[src/rtl/universal_shift_register.sv]
// universal_shift_register: multi-lane SIPO/PISO shift register with pclk edge select.
// Define SHIFTREG_PCLK_SYNC_EN to pass pclk through a two-flop synchroniser.
module universal_shift_register #(
  parameter int width = 8,
  parameter int lanes = 1,
  parameter int cntw  = 4
) (
  input  logic             clk,
  input  logic             reset,
  input  logic             pclk,
  input  logic             edge_sel,
  input  logic             dir,
  input  logic             shift_en,
  input  logic             pload,
  input  logic [width-1:0] pdataIn,
  input  logic [lanes-1:0] sdataIn,
  output logic [width-1:0] pdataOut,
  output logic [lanes-1:0] sdataOut,
  output logic [cntw-1:0]  shift_count,
  output logic             frame_done
);

  localparam int frames = width / lanes;
  localparam logic [cntw-1:0] last_cnt = cntw'(frames - 1);

  logic [width-1:0] mem;
  logic [width-1:0] mem_nxt;
  logic             pclk_s;
  logic             pclk_q;
  logic             hit;
  logic             shift_ev;
  logic             last;

`ifdef SHIFTREG_PCLK_SYNC_EN
  logic sync1;
  logic sync2;

  // two-flop synchroniser so pclk may be asynchronous to clk
  always_ff @(posedge clk or posedge reset) begin
    if (reset) begin
      sync1 <= 1'b0;
      sync2 <= 1'b0;
    end else begin
      sync1 <= pclk;
      sync2 <= sync1;
    end
  end

  assign pclk_s = sync2;
`else
  assign pclk_s = pclk;
`endif

  // edge_sel picks rising (0) or falling (1) pclk edge
  always_comb begin
    hit = 1'b0;
    if (edge_sel) hit = ~pclk_s & pclk_q;
    else          hit = pclk_s & ~pclk_q;
  end

  // load wins over a coincident edge; that edge is consumed
  assign shift_ev = hit & shift_en & ~pload;
  assign last     = (shift_count == last_cnt);

  // shifted value; bits moved out of the far end are dropped
  always_comb begin
    mem_nxt = mem;
    if (dir) mem_nxt = {sdataIn, mem[width-1:lanes]};
    else     mem_nxt = {mem[width-lanes-1:0], sdataIn};
  end

  // previous pclk level, updated every cycle regardless of load/enable
  always_ff @(posedge clk or posedge reset) begin
    if (reset) pclk_q <= 1'b0;
    else       pclk_q <= pclk_s;
  end

  // register contents: parallel load or shift
  always_ff @(posedge clk or posedge reset) begin
    if (reset)         mem <= '0;
    else if (pload)    mem <= pdataIn;
    else if (shift_ev) mem <= mem_nxt;
  end

  // frame counter; final shift wraps it and raises a one-cycle pulse
  always_ff @(posedge clk or posedge reset) begin
    if (reset) begin
      shift_count <= '0;
      frame_done  <= 1'b0;
    end else begin
      frame_done <= shift_ev & last;
      if (pload)         shift_count <= '0;
      else if (shift_ev) shift_count <= last ? '0 : shift_count + 1'b1;
    end
  end

  assign pdataOut = mem;
  assign sdataOut = dir ? mem[lanes-1:0] : mem[width-1 -: lanes];

endmodule

[config.mk]
export PLATFORM = sky130hd
export DESIGN_NAME = universal_shift_register
export DESIGN_NICKNAME = d
export VERILOG_FILES = /design/src/rtl/universal_shift_register.sv
export SDC_FILE = /design/constraint.sdc
export NUM_CORES = 1
export LEC_CHECK = 0
export CORE_UTILIZATION = 30
export CTS_BUF_LIST = sky130_fd_sc_hd__clkbuf_16
export DETAILED_ROUTE_END_ITERATION = 8
export PLACE_DENSITY = 0.61
export SLEW_MARGIN = 20
export SYNTH_ARGS = -nofsm -noshare
export SYNTH_HDL_FRONTEND = slang
export SYNTH_SLANG_ARGS = --single-unit
[constraint.sdc]
create_clock -name clk -period 1.9 [get_ports clk]
set_input_delay 0.38 -clock clk [delete_from_list [all_inputs] [get_ports clk]]
set_output_delay 0.38 -clock clk [all_outputs]
set_load 0.02 [all_outputs]
Word level (Yosys, flattened, before mapping)
Cells that the tools add are included.
{"block": "totals", "ff_bits": 14, "in_bits": 16, "out_inout_bits": 14, "word_cells": 23}
{"block": "op_classes", "add_sub_neg": 1, "n_eq_ne": 1, "n_mux": 8, "bitwise": 8, "n_reduce_logical": 1}
{"cell": "$mux W8", "count": 3}
{"cell": "$mux W4", "count": 3}
{"cell": "$and A1 B1 Y1", "count": 5}
{"cell": "$add A4 B1 Y4 const B", "count": 1}
{"cell": "$eq A4 B3 Y1 const B", "count": 1}
{"cell": "$not A1 Y1", "count": 3}
{"cell": "$mux W1", "count": 2}
{"cell": "$reduce_bool A2 Y1", "count": 1}

Longest topological paths before layout
Gate-level depths: netlist of the first run.
{"block": "depth", "depth_word": 7, "mapped_depth": 4, "mapped_depth_nobuf": 4}

Least setup slack after synthesis of the first run
OpenSTA, ideal clock, no wires.
{"block": "synth_timing", "path_kind": "input port to flip-flop", "from": "input edge_sel", "to": "register mem[0], in the netlist pdataOut[0]", "setup_ns": 0.125, "t_arrival_ns": 1.279, "required_time_ns": 1.775, "slack_ns": 0.496, "stages": 3, "n_path_buf": 0, "cell_sequence": "and4bb_4 > nor3_4 > mux2_2"}
{"block": "synth_via", "elab_chain_len": 4}
{"element": "start: declaration", "line": "11", "rtl": "input logic edge_sel,"}
{"element": "$mux W1", "line": "57", "rtl": "if (edge_sel) hit = ~pclk_s & pclk_q;"}
{"element": "$and A1 B1 Y1 (2 in series)", "line": "62", "rtl": "assign shift_ev = hit & shift_en & ~pload;"}
{"element": "$reduce_bool A2 Y1 (no line)"}
{"element": "end signal: assignment", "line": "81", "rtl": "else if (pload) mem <= pdataIn;"}
{"element": "end signal: assignment", "line": "82", "rtl": "else if (shift_ev) mem <= mem_nxt;"}
{"element": "end: declaration", "line": "26", "rtl": "logic [width-1:0] mem;"}
Every way passes these cells.
A chain may end at the register's enable or synchronous reset.

Worst setup path in the final report of the first run
{"block": "layout_timing", "from": "input dir", "to": "output sdataOut"}
{"block": "layout_via", "elab_chain_len": 1}
{"element": "start: declaration", "line": "12", "rtl": "input logic dir,"}
{"element": "$mux W1", "line": "98", "rtl": "assign sdataOut = dir ? mem[lanes-1:0] : mem[width-1 -: lanes];"}
{"element": "end: declaration", "line": "18", "rtl": "output logic [lanes-1:0] sdataOut,"}
Every way passes these cells.

==> parameters.txt, run 1 <==
Parameter                              Value

Pwr
  Sequential power share ... between 30% and 40%
  Switching share of total power ... between 20% and 30%
  Clock power frac ... between 30% and 40%
  Power Density ... approximately 800 nW/um^2
  Leak ... between 0.0005 and 0.0006 uW
  Part of the total power dissipated in combinational logic ... ~27%
  Int Power ... approximately 760 uW
  Switch Pwr ... 262 uW
  Design Power ... between 1000 and 1500 uW
  Max rail drop VDD ... around 0.5 mV

Synth
  Top cells by area, synth ... dfrtp_1 43%, mux2_2 15%, mux2i_1 9.9%
  Count of warnings emitted by yosys ... 0
  Post-synth top area cell ... dfrtp_1
  Number of register bits inferred by synthesis ... 14
  Average size of a mapped cell ... ~11 um^2
  Total nets after synthesis ... roughly 90
  Top-area cell type share of the netlist area ... 43.3%
  Sequential-to-total area share from yosys stat ... 43.3%
  Number of different library cells in the post-synthesis netlist ... 22
  Summed instance area of the synthesized netlist ... roughly 810 um^2
  Synthesized instance count ... 75

Critical path
  Worst R2R End ... pdataOut[7]
  Crit Path Max Fanout ... 2
  Critical path buffers and inverters ... 2
  Largest stage delay, worst path ... between 0.4 and 0.5 ns
  Critical path origin ... dir
  Crit path launch type ... input pin
  Largest delay share family, worst path ... buffers and inverters
  Worst EP arrival ... ~1.5 ns
  Req. time, crit path ... ~1.5 ns
  Startpoint of the worst register-to-register path ... pclk_q
  CP max stage cell ... clkdlybuf4s50_1
  Start-to-end type of the worst setup path ... input pin to output port
  Reg2Reg Setup Slack ... 0.45 ns
  Count of cells along the worst register-to-register path ... 4
  Crit path cell chain ... clkdlybuf4s50_1 -> mux2_2 -> clkdlybuf4s15_1
  Worst Setup EP ... sdataOut
  CP Capture Type ... output port
  Stages on worst setup path ... 3

Finish
  Antenna Cells ... 0
  Net count reported at finish ... 129
  Final instance count without filler cells ... 140
  Layout filler cell count ... 256
  P&R area growth vs syn ... 55.1%
  Fraction of final layout cells sized beyond drive strength 1 ... a little over a fifth
  Non-Filler Cell Area, Final ... 1250 um^2
  Share of the core filled with cells ... around half

Placed design
  Final weighted congestion in routability-driven placement ... ~0.66
  Dpl hpwl ... about 1.4 mm
  Number of buffer cells added on primary ports ... 29
  Total placed cells including tap cells ... between 100 and 150
  Placed cell area ... roughly 1200 um^2

STA
  Final Hold Viols ... 0
  Period Utilization, post-route ... 98.3%
  Min Clock Period, post-route ... ~1.9 ns
  Final count of pins violating max slew ... 0
  Max frequency ... around 540 MHz
  Setup repair after global routing missed its margin ... false
  Layout Skew ... around 0.0019 ns
  Slew @ Worst Pin ... approximately 0.55 ns
  Rel. slew slack ... between 60% and 70%
  Number of failing setup endpoints in the final timing report ... 0

Run status
  Result of the run ... complete, no violations

Routing
  Uppermost signal routing layer after detailed routing ... met3
  Remaining DRCs ... 0
  Wire length on met1 ... 845 um
  Per-cell via count in the routed design ... between 5 and 6
  Detailed route wirelength on metal3 ... between 100 and 150 um
  Via Count ... ~710
  WL/cell ... roughly 13 um
  Routed WL ... 1.86 mm
  Routed Antenna Nets ... 0
  Starting DRC count in detailed routing ... 12
  Detail Route met2 WL ... approximately 900 um
  1st-pass router iterations ... 4

CTS
  Clk pin slew, worst setup/hold paths ... 0.04 ns
  CTS Buf Count ... 3
  Sinks on the clock net ... 14
  Level count of the clock H-tree ... 1
  CTS tree ... built
  Hold buffers post-CTS ... 0
  Post-CTS Setup Inserts ... 0
  Latest clock arrival within the worst-skew pair ... between 0.2 and 0.25 ns
  Clk buf depth ... 2
  Buffer type at the clock tree root ... clkbuf_16

GRT
  Wire length of the first global-routing pass ... 3.13 mm
  Total overflow reported by the global router ... 0
  Tot GR Track Use ... about 15%
  Number of antenna violations at the first check in global routing ... 0
  Via count of the first global-routing pass ... ~730
  Largest net degree at the start of global routing ... 24

Flow run
  Reported max-cap violation count ... 0

Die
  Starting Density ... between 30% and 40%
  Standard-cell row count ... 18
  Vertical extent of the die ... around 54 um
  Die ar. ... about 2900 um^2
  Die boundary width ... around 54 um
  Core ar. ... around 2500 um^2
  # IOs ... 30

Worst hold path
  Worst min-delay path category ... input pin to async pin
[flip-flops by register name (all words and copies together), names as in the netlist]
signal,flops
pdataOut,8
shift_count,4
frame_done,1
pclk_q,1
[stage by stage]
| step | TNS (ns) | hold WS, ns | setup slack, ns |
|---|---|---|---|
| finish | 0 | 0.498 | 0.0329 |
| global route | 0 | 0.562 | 0.00804 |
| CTS | 0 | 0.525 | 0.0204 |
| detailed placement | -0.730 | 0.564 | -0.222 |
| global placement | -0.510 | 0.561 | -0.199 |
| floorplan | 0 | 0.269 | 0.496 |
[layout make-up]
cell class,count,area (um^2),area share (%)
Multi-Input combinational cell,56,435,34.7
Sequential cell,14,350,27.9
Timing Repair Buffer,35,348,27.7
Clock buffer,3,75.1,5.99
Tap cell,30,37.5,2.99
Inverter,2,7.51,0.599
[layout by cell type (no fill, tap or decap)]
cell / Yosys / routed
a211oi_1: 1 / 1
ha_1: 1 / 1
nor2b_1: 2 / 2
and4bb_4: 1 / 1
and3_1: 1 / 1
mux2_2: 11 / 11
nor2_1: 1 / 1
dfrtp_1: 14 / 14
clkdlybuf4s15_1: 0 / 1
nand4bb_1: 1 / 1
clkbuf_16: 0 / 3
nor3_4: 1 / 1
nand3b_1: 1 / 1
nand3_1: 2 / 2
inv_1: 2 / 2
mux2i_1: 8 / 8
nand4b_1: 1 / 1
clkdlybuf4s50_1: 0 / 28
o21ai_0: 11 / 11
a21oi_1: 2 / 2
buf_12: 0 / 1
nor3_1: 1 / 1
nand2_1: 8 / 8
buf_4: 0 / 5
and4b_2: 1 / 1
o211ai_1: 1 / 1
[power groups by stage]
stage | registers [uW] | logic, uW | clock network (uW)
after floorplan | 407 | 99.5 | 0
after global placement | 374 | 274 | 0
after detailed placement | 375 | 279 | 0
after CTS | 371 | 278 | 392
after global routing | 376 | 300 | 409
final | 371 | 274 | 380
[worst min-delay path by stage]
| stage | startpoint | endpoint | depth (start not counted) |
|---|---|---|---|
| detailed placement | pdataOut[5] | pdataOut[5] | 1 |
| global placement | pdataOut[0] | pdataOut[0] | 1 |
| CTS | reset | frame_done | 2 |
| floorplan | reset | frame_done | 1 |
| global route | reset | pclk_q | 2 |
| finish | reset | frame_done | 2 |
[cell usage after synthesis]
| master | number |
|---|---|
| dfrtp_1 | 14 |
| mux2_2 | 11 |
| o21ai_0 | 11 |
| mux2i_1 | 8 |
| nand2_1 | 8 |
| buf_2 | 3 |
| a21oi_1 | 2 |
| inv_1 | 2 |
| nand3_1 | 2 |
| nor2b_1 | 2 |
| a211oi_1 | 1 |
| and3_1 | 1 |
| and4b_2 | 1 |
| and4bb_4 | 1 |
| ha_1 | 1 |
| nand3b_1 | 1 |
| nand4b_1 | 1 |
| nand4bb_1 | 1 |
| nor2_1 | 1 |
| nor3_1 | 1 |
| nor3_4 | 1 |
| o211ai_1 | 1 |
[repair_timing]
item | in CTS | in global routing
gates resized for setup | 2 | 0
hold endpoints to repair | 0 | 0
setup endpoints to repair | 1 | 0
[cell families after synthesis]
| logic type | count (synthesis) | share of synthesized area [%] |
|---|---|---|
| compound gates | 15 | 9.91 |
| fa+ha+maj | 1 | 1.55 |
| buf+inv | 5 | 2.79 |
| flops | 14 | 43.3 |
| mux | 19 | 25.2 |
| simple gates | 21 | 17.2 |
[layer usage]
metal	vias up	GRT usage [%]
li1	346	-
met1	331	17.5
met2	28	27.2
met3	0	2.82
met4	0	3.95
met5	-	0
Power figures use the tool's default switching activity.
==> run 2: changes to the inputs <==
ABC_AREA = 1   (was unset)
PLACE_DENSITY = unset   (was 0.61)
clock period = 1.6 ns   (was 1.9 ns; I/O delays follow)
==> run 2 against run 1 <==
  * Cell count rose by 31%
  * Count of clock-buffer cells in the layout did not move
  * Register-to-register slack improved by 0.02 ns
  * Global-route usage rose by 0.50 points
  * Sequential cell count did not move
  * Total power rose by 15%
==> parameters.txt, run 2 <==
Parameter                              Value

Synth
  Summed instance area of the synthesized netlist ... 840 um^2 (was 808 um^2)
  Number of different library cells in the post-synthesis netlist ... 16 (was 22)
  Async set-reset flop share out of synthesis ... 100% (unchanged)
  Sequential-to-total area share from yosys stat ... 41.7% (was 43.3%)
  Top-area cell type share of the netlist area ... 41.7% (was 43.3%)
  Count of warnings emitted by yosys ... 0 (unchanged)
  Top flip-flop cell by instance count after synthesis ... dfrtp_1 (unchanged)
  Most frequent cell after synthesis ... nand2_1 (was dfrtp_1)
  Commonest cells in the netlist ... 47 x nand2_1, 16 x nand3_1, 14 x dfrtp_1 (was 14 x dfrtp_1, 11 x mux2_2, 11 x o21ai_0)
  Synthesized instance count ... 119 (was 75)
  Number of register bits inferred by synthesis ... 14 (unchanged)
  Number of flops mapped to enable cells by yosys ... 0 (unchanged)
  Average size of a mapped cell ... 7.06 um^2 (was 10.8 um^2)
  Post-synth top area cell ... dfrtp_1 (unchanged)
  Top cells by area, synth ... dfrtp_1 42%, nand2_1 21%, nand3_1 9.5% (was dfrtp_1 43%, mux2_2 15%, mux2i_1 9.9%)
  Total nets after synthesis ... 136 (was 92)

Critical path
  CP max stage cell ... clkdlybuf4s50_1 (unchanged)
  Critical path origin ... shift_count[3] (was dir)
  Startpoint of the worst register-to-register path ... shift_count[0] (was pclk_q)
  Crit Path Max Fanout ... 3 (was 2)
  CP Capture Type ... output port (unchanged)
  Largest stage delay, worst path ... 0.61 ns (was 0.48 ns)
  Req. time, crit path ... 1.28 ns (was 1.52 ns)
  Worst EP arrival ... 1.23 ns (was 1.49 ns)
  Crit path cell chain ... clkdlybuf4s50_1 (was clkdlybuf4s50_1 -> mux2_2 -> clkdlybuf4s15_1)
  Crit path launch type ... flip-flop (was input pin)
  Largest delay share family, worst path ... buffers and inverters (unchanged)
  Start-to-end type of the worst setup path ... flip-flop to output port (was input pin to output port)
  Critical path buffers and inverters ... 1 (was 2)

Finish
  Share of the core filled with cells ... 50.1% (was 49.7%)
  Most common cell after layout, fill and taps aside ... nand2_1 (was clkdlybuf4s50_1)
  P&R area growth vs syn ... 53.4% (was 55.1%)
  Net count reported at finish ... 172 (was 129)
  Fraction of final layout cells sized beyond drive strength 1 ... 9.74% (was 20.9%)
  Flip-flop count of the largest register, all copies and words added ... 8 (unchanged)
  Commonest cells after routing, fill and taps aside ... 47 x nand2_1, 18 x clkdlybuf4s50_1, 16 x nand3_1, 14 x dfrtp_1 (was 28 x clkdlybuf4s50_1, 14 x dfrtp_1, 11 x o21ai_0, 11 x mux2_2)
  Antenna Cells ... 0 (unchanged)

CTS
  Buffer type at the clock tree root ... clkbuf_16 (unchanged)
  Level count of the clock H-tree ... 1 (unchanged)
  Hold buffers post-CTS ... 0 (unchanged)
  CTS Buf Count ... 3 (unchanged)
  Latest clock arrival within the worst-skew pair ... 0.24 ns (about the same)
  # resized after CTS ... 4 (was 2)
  Clk buf depth ... 2 (unchanged)
  Post-CTS Setup Inserts ... 0 (unchanged)
  Sinks on the clock net ... 14 (unchanged)
  Clk pin slew, worst setup/hold paths ... 0.05 ns (was 0.04 ns)
  CTS tree ... built (unchanged)

Routing
  WL/cell ... 11.2 um (was 13.3 um)
  Starting DRC count in detailed routing ... 11 (was 12)
  1st-pass router iterations ... 4 (unchanged)
  Via Count ... 858 (was 705)
  Remaining DRCs ... 0 (unchanged)
  Per-cell via count in the routed design ... 4.66 (was 5.04)
  Routed Antenna Nets ... 0 (unchanged)
  Routed WL ... 2.06 mm (was 1.86 mm)

STA
  Layout Skew ... 0.00438 ns (was 0.00187 ns)
  Max frequency ... around 650 MHz
  Setup repair after global routing missed its margin ... false (unchanged)
  Number of failing setup endpoints in the final timing report ... 0 (unchanged)
  Rel. slew slack ... 84.6% (was 63.0%)
  Slew @ Worst Pin ... 0.231 ns (was 0.555 ns)
  Final count of pins violating max slew ... 0 (unchanged)
  Period Utilization, post-route ... 96.7%
  Post-Route Setup TNS ... 0 ns (unchanged)
  Final Hold Viols ... 0 (unchanged)
  Crit path setup slack, layout ... 0.0521 ns (was 0.0329 ns)
  Min Clock Period, post-route ... between 1.5 and 2 ns

GRT
  Wire length of the first global-routing pass ... 3.32 mm (was 3.13 mm)
  Number of antenna violations at the first check in global routing ... 0 (unchanged)
  Tot GR Track Use ... 15.4% (was 14.9%)
  Total overflow reported by the global router ... 0 (unchanged)
  Largest net degree at the start of global routing ... 24 (unchanged)
  Via count of the first global-routing pass ... 803 (was 729)

Pwr
  Max rail drop VDD ... 0.716 mV (was 0.500 mV)
  Clock power frac ... 39.5% (was 37.1%)
  Sequential power share ... 36.1% (about the same)
  Switch Pwr ... 324 uW (was 262 uW)
  Leak ... 0.000749 uW (was 0.000538 uW)
  Switching share of total power ... 27.4% (was 25.5%)
  Power Density ... 918 nW/um^2 (was 818 nW/um^2)
  Part of the total power dissipated in combinational logic ... 24.5% (was 26.8%)
  Int Power ... 858 uW (was 763 uW)

Die
  Vertical extent of the die ... 54.9 um (was 53.9 um)
  Core ar. ... 2570 um^2 (was 2520 um^2)
  Die ar. ... 3010 um^2 (was 2910 um^2)
  Starting Density ... 32.7% (was 32.0%)
  # IOs ... 30 (unchanged)
  Standard-cell row count ... 18 (unchanged)
  Die boundary width ... 54.9 um (was 53.9 um)

Placed design
  Pre-CTS setup slack ... -0.295 ns (was -0.222 ns)
  Number of buffer cells added on primary ports ... 29 (unchanged)
  Dpl hpwl ... 1.53 mm (was 1.39 mm)
  Final weighted congestion in routability-driven placement ... 0.724 (was 0.657)

Run status
  Result of the run ... complete, no violations (unchanged)

Flow run
  Reported max-cap violation count ... 0 (unchanged)

Worst hold path
  Worst min-delay path category ... input pin to async pin (unchanged)
-- run 2: cell types whose count changed in the layout (fill, tap and decap cells not counted), sizes merged, moves of 8 or more --
cell,delta
nand2,+42
nand3,+14
mux2,-11
clkdlybuf4s50,-10
dlymetal6s2s,+10
o21ai,-10
nor2,+9
inv,+8
mux2i,-8
-- run 2: final timing paths --
kind                       cells after the start  slack (ns)              to
setup / recovery                               1        0.05  shift_count[3]
hold / removal                                 3        0.38     pdataOut[1]
setup reg to reg                               8        0.47  shift_count[3]
hold reg to reg                                2        0.55  shift_count[3]
max in group asynchronous                      3        1.05  shift_count[2]
min in group clk                               2        0.55  shift_count[3]
-- run 2: power groups by stage --
stage	Clock [uW]	Combinational, uW	Sequential, uW
finish	466	289	427
global route	497	323	432
CTS	482	302	427
detailed placement	0	301	433
global placement	0	298	433
floorplan	0	117	467
-- run 2: final cells by class --
cell class | instances | area, um^2
Clock buffer | 3 | 75.1
Clock inverter | 1 | 3.75
Fill cell | 266 | 1280
Inverter | 10 | 37.5
Multi-Input combinational cell | 90 | 408
Sequential cell | 14 | 350
Tap cell | 30 | 37.5
Timing Repair Buffer | 36 | 375
-- run 2: logic make-up (layout without fill, tap and decap cells) --
family          count (synthesis)  in the layout  share of synthesized area (%)
simple gates                   79             79                           39.3
buf+inv                        15             50                           9.69
flops                          14             14                           41.7
compound gates                  9              9                           6.71
fa+ha+maj                       1              1                           1.49
xor+xnor                        1              1                           1.04
-- run 2: layer usage --
layer,global-route usage [%],vias up,wire [um]
li1,-,456,-
met1,19.3,386,993
met2,25.5,16,983
met3,4.37,0,85
met4,4.58,0,0
met5,0,-,0
-- run 2: per-stage QoR --
stage / std cells / hold WS (ns) / area, um^2 / power (uW)
after global routing: 184 / 0.436 / 1290 / 1250
after global placement: 180 / 0.526 / 1190 / 732
after detailed placement: 180 / 0.537 / 1190 / 734
final: 184 / 0.384 / 1290 / 1180
after floorplan: 119 / 0.209 / 840 / 585
after CTS: 184 / 0.394 / 1270 / 1210
==> run 3: changes to the inputs <==
CTS_BUF_LIST = sky130_fd_sc_hd__clkbuf_8   (was sky130_fd_sc_hd__clkbuf_16)
==> run 3 against run 2 <==
  * Routed wire length grew 0.34%
  * Total power shrank 11%
  * Hold slack lost 0.0092 ns
  * Maximum frequency shrank 0.59%
  * Die area is the same
  * Clock power shrank 26%
  * Design area shrank 3.0%
  * Sequential power is essentially flat
  * Via count grew 2.2%
  * First-iteration DRC count shrank 27%
  * Register-to-register slack is essentially flat
  * Largest power group is now sequential cells
==> parameters.txt, run 3 (same netlist as run 2, synthesis figures left out) <==
Parameter                              Value

Critical path
  Critical path origin ... shift_count[3] (unchanged)
  Startpoint of the worst register-to-register path ... shift_count[0] (unchanged)
  Critical path buffers and inverters ... 1 (unchanged)
  Largest delay share family, worst path ... buffers and inverters (unchanged)
  Crit path launch type ... flip-flop (unchanged)
  Start-to-end type of the worst setup path ... flip-flop to output port (unchanged)
  Worst EP arrival ... 1.24 ns (was 1.23 ns)
  CP Capture Type ... output port (unchanged)
  CP max stage cell ... clkdlybuf4s50_1 (unchanged)
  Largest stage delay, worst path ... 0.61 ns (about the same)
  Req. time, crit path ... 1.28 ns (about the same)
  Crit path cell chain ... clkdlybuf4s50_1 (unchanged)
  Crit Path Max Fanout ... 3 (unchanged)

GRT
  Largest net degree at the start of global routing ... 24 (unchanged)
  Tot GR Track Use ... 15.5% (was 15.4%)
  Wire length of the first global-routing pass ... 3.33 mm (was 3.32 mm)
  Number of antenna violations at the first check in global routing ... 0 (unchanged)
  Via count of the first global-routing pass ... 805 (was 803)
  Total overflow reported by the global router ... 0 (unchanged)

STA
  Max frequency ... 642 MHz (was 646 MHz)
  Number of failing setup endpoints in the final timing report ... 0 (unchanged)
  Final count of pins violating max slew ... 0 (unchanged)
  Final Hold Viols ... 0 (unchanged)
  Setup repair after global routing missed its margin ... false (unchanged)
  Post-Route Setup TNS ... 0 ns (unchanged)
  Slew @ Worst Pin ... 0.231 ns (about the same)
  Layout Skew ... 0.00566 ns (was 0.00438 ns)
  Period Utilization, post-route ... 97.3% (was 96.7%)
  Min Clock Period, post-route ... 1.56 ns (was 1.55 ns)
  Rel. slew slack ... 84.6% (about the same)

Finish
  Most common cell after layout, fill and taps aside ... nand2_1 (unchanged)
  Share of the core filled with cells ... 48.6% (was 50.1%)
  Commonest cells after routing, fill and taps aside ... 47 x nand2_1, 18 x clkdlybuf4s50_1, 16 x nand3_1, 14 x dfrtp_1, 10 x nor2_1 (was 47 x nand2_1, 18 x clkdlybuf4s50_1, 16 x nand3_1, 14 x dfrtp_1)
  Flip-flop count of the largest register, all copies and words added ... 8 (unchanged)
  P&R area growth vs syn ... 48.7% (was 53.4%)
  Net count reported at finish ... 172 (unchanged)
  Fraction of final layout cells sized beyond drive strength 1 ... 10.4% (was 9.74%)
  Non-Filler Cell Area, Final ... 1250 um^2 (was 1290 um^2)
  Antenna Cells ... 0 (unchanged)

Die
  Die ar. ... 3010 um^2 (unchanged)
  # IOs ... 30 (unchanged)
  Core ar. ... 2570 um^2 (unchanged)
  Standard-cell row count ... 18 (unchanged)
  Starting Density ... 32.7% (unchanged)
  Die boundary width ... 54.9 um (unchanged)
  Vertical extent of the die ... 54.9 um (unchanged)

CTS
  Clk pin slew, worst setup/hold paths ... 0.06 ns (was 0.05 ns)
  Buffer type at the clock tree root ... clkbuf_8 (was clkbuf_16)
  Latest clock arrival within the worst-skew pair ... 0.25 ns (was 0.24 ns)
  CTS tree ... built (unchanged)
  Post-CTS Setup Inserts ... 0 (unchanged)
  Clk buf depth ... 2 (unchanged)
  Sinks on the clock net ... 14 (unchanged)
  CTS Buf Count ... 3 (unchanged)
  Hold buffers post-CTS ... 0 (unchanged)
  Level count of the clock H-tree ... 1 (unchanged)

Routing
  Per-cell via count in the routed design ... 4.77 (was 4.66)
  Routed Antenna Nets ... 0 (unchanged)
  Remaining DRCs ... 0 (unchanged)
  Routed WL ... 2.07 mm (was 2.06 mm)
  1st-pass router iterations ... 4 (unchanged)
  Via Count ... 877 (was 858)
  WL/cell ... 11.2 um (about the same)
  Starting DRC count in detailed routing ... 8 (was 11)

Flow run
  Reported max-cap violation count ... 0 (unchanged)

Placed design
  Final weighted congestion in routability-driven placement ... 0.724 (unchanged)
  Dpl hpwl ... 1.53 mm (unchanged)
  Number of buffer cells added on primary ports ... 29 (unchanged)
  Placed cell area ... 1190 um^2 (unchanged)

Pwr
  Leak ... 0.000698 uW (was 0.000749 uW)
  Design Power ... 1050 uW (was 1180 uW)
  Power Density ... 844 nW/um^2 (was 918 nW/um^2)
  Max rail drop VDD ... 0.625 mV (was 0.716 mV)

Worst hold path
  Worst min-delay path category ... input pin to async pin (unchanged)

Run status
  Result of the run ... complete, no violations (unchanged)
-- run 3: timing repair --
action	CTS	global route
setup endpoints to repair	5	7
endpoints found under the hold margin	0	0
gates resized for setup	6	8
-- run 3: worst paths after layout --
kind | endpoint | cells after the start | slack [ns]
worst max register to register | shift_count[3] | 8 | 0.46
worst min register to register | shift_count[3] | 2 | 0.55
worst max-delay path | shift_count[3] | 1 | 0.04
max in group asynchronous | shift_count[1] | 3 | 1.05
min in group clk | shift_count[3] | 2 | 0.55
worst min-delay path | pdataOut[1] | 3 | 0.37
-- run 3: stage by stage --
stage	std cells	hold slack [ns]	setup slack, ns
after floorplan	119	0.209	0.281
final	184	0.375	0.0429
after detailed placement	180	0.537	-0.295
after global routing	184	0.428	0.0129
after global placement	180	0.526	-0.264
after CTS	184	0.384	-0.0000556
-- run 3: final cells by class --
cell class	instances	area, um^2
Sequential cell	14	350
Tap cell	30	37.5
Fill cell	270	1320
Clock buffer	4	55.1
Multi-Input combinational cell	90	408
Inverter	10	37.5
Timing Repair Buffer	36	360
-- run 3: layer usage --
layer  wire (um)  global-route usage (%)  share of wire (%)
met2         955                    25.5                 46
met4          25                    4.58                1.2
met3         118                    4.37                5.7
met1         969                    19.6                 47
met5           0                       0                  0
-- run 3: where the power goes --
group	internal (uW)	switching, uW	leakage, uW
Combinational	133	151	0.000492
Clock	218	127	0.0000288
Sequential	389	36.8	0.000177
-- run 3: worst reg2reg max path, cell delays in order, from the launching register on --
cell and delay, ns:
dfrtp_1 0.42, ha_1 0.26, nand2_1 0.08, nand2_1 0.05
nand2_1 0.06, nand2_1 0.04, nor2_1 0.07, nand2_1 0.05
nand2_1 0.05
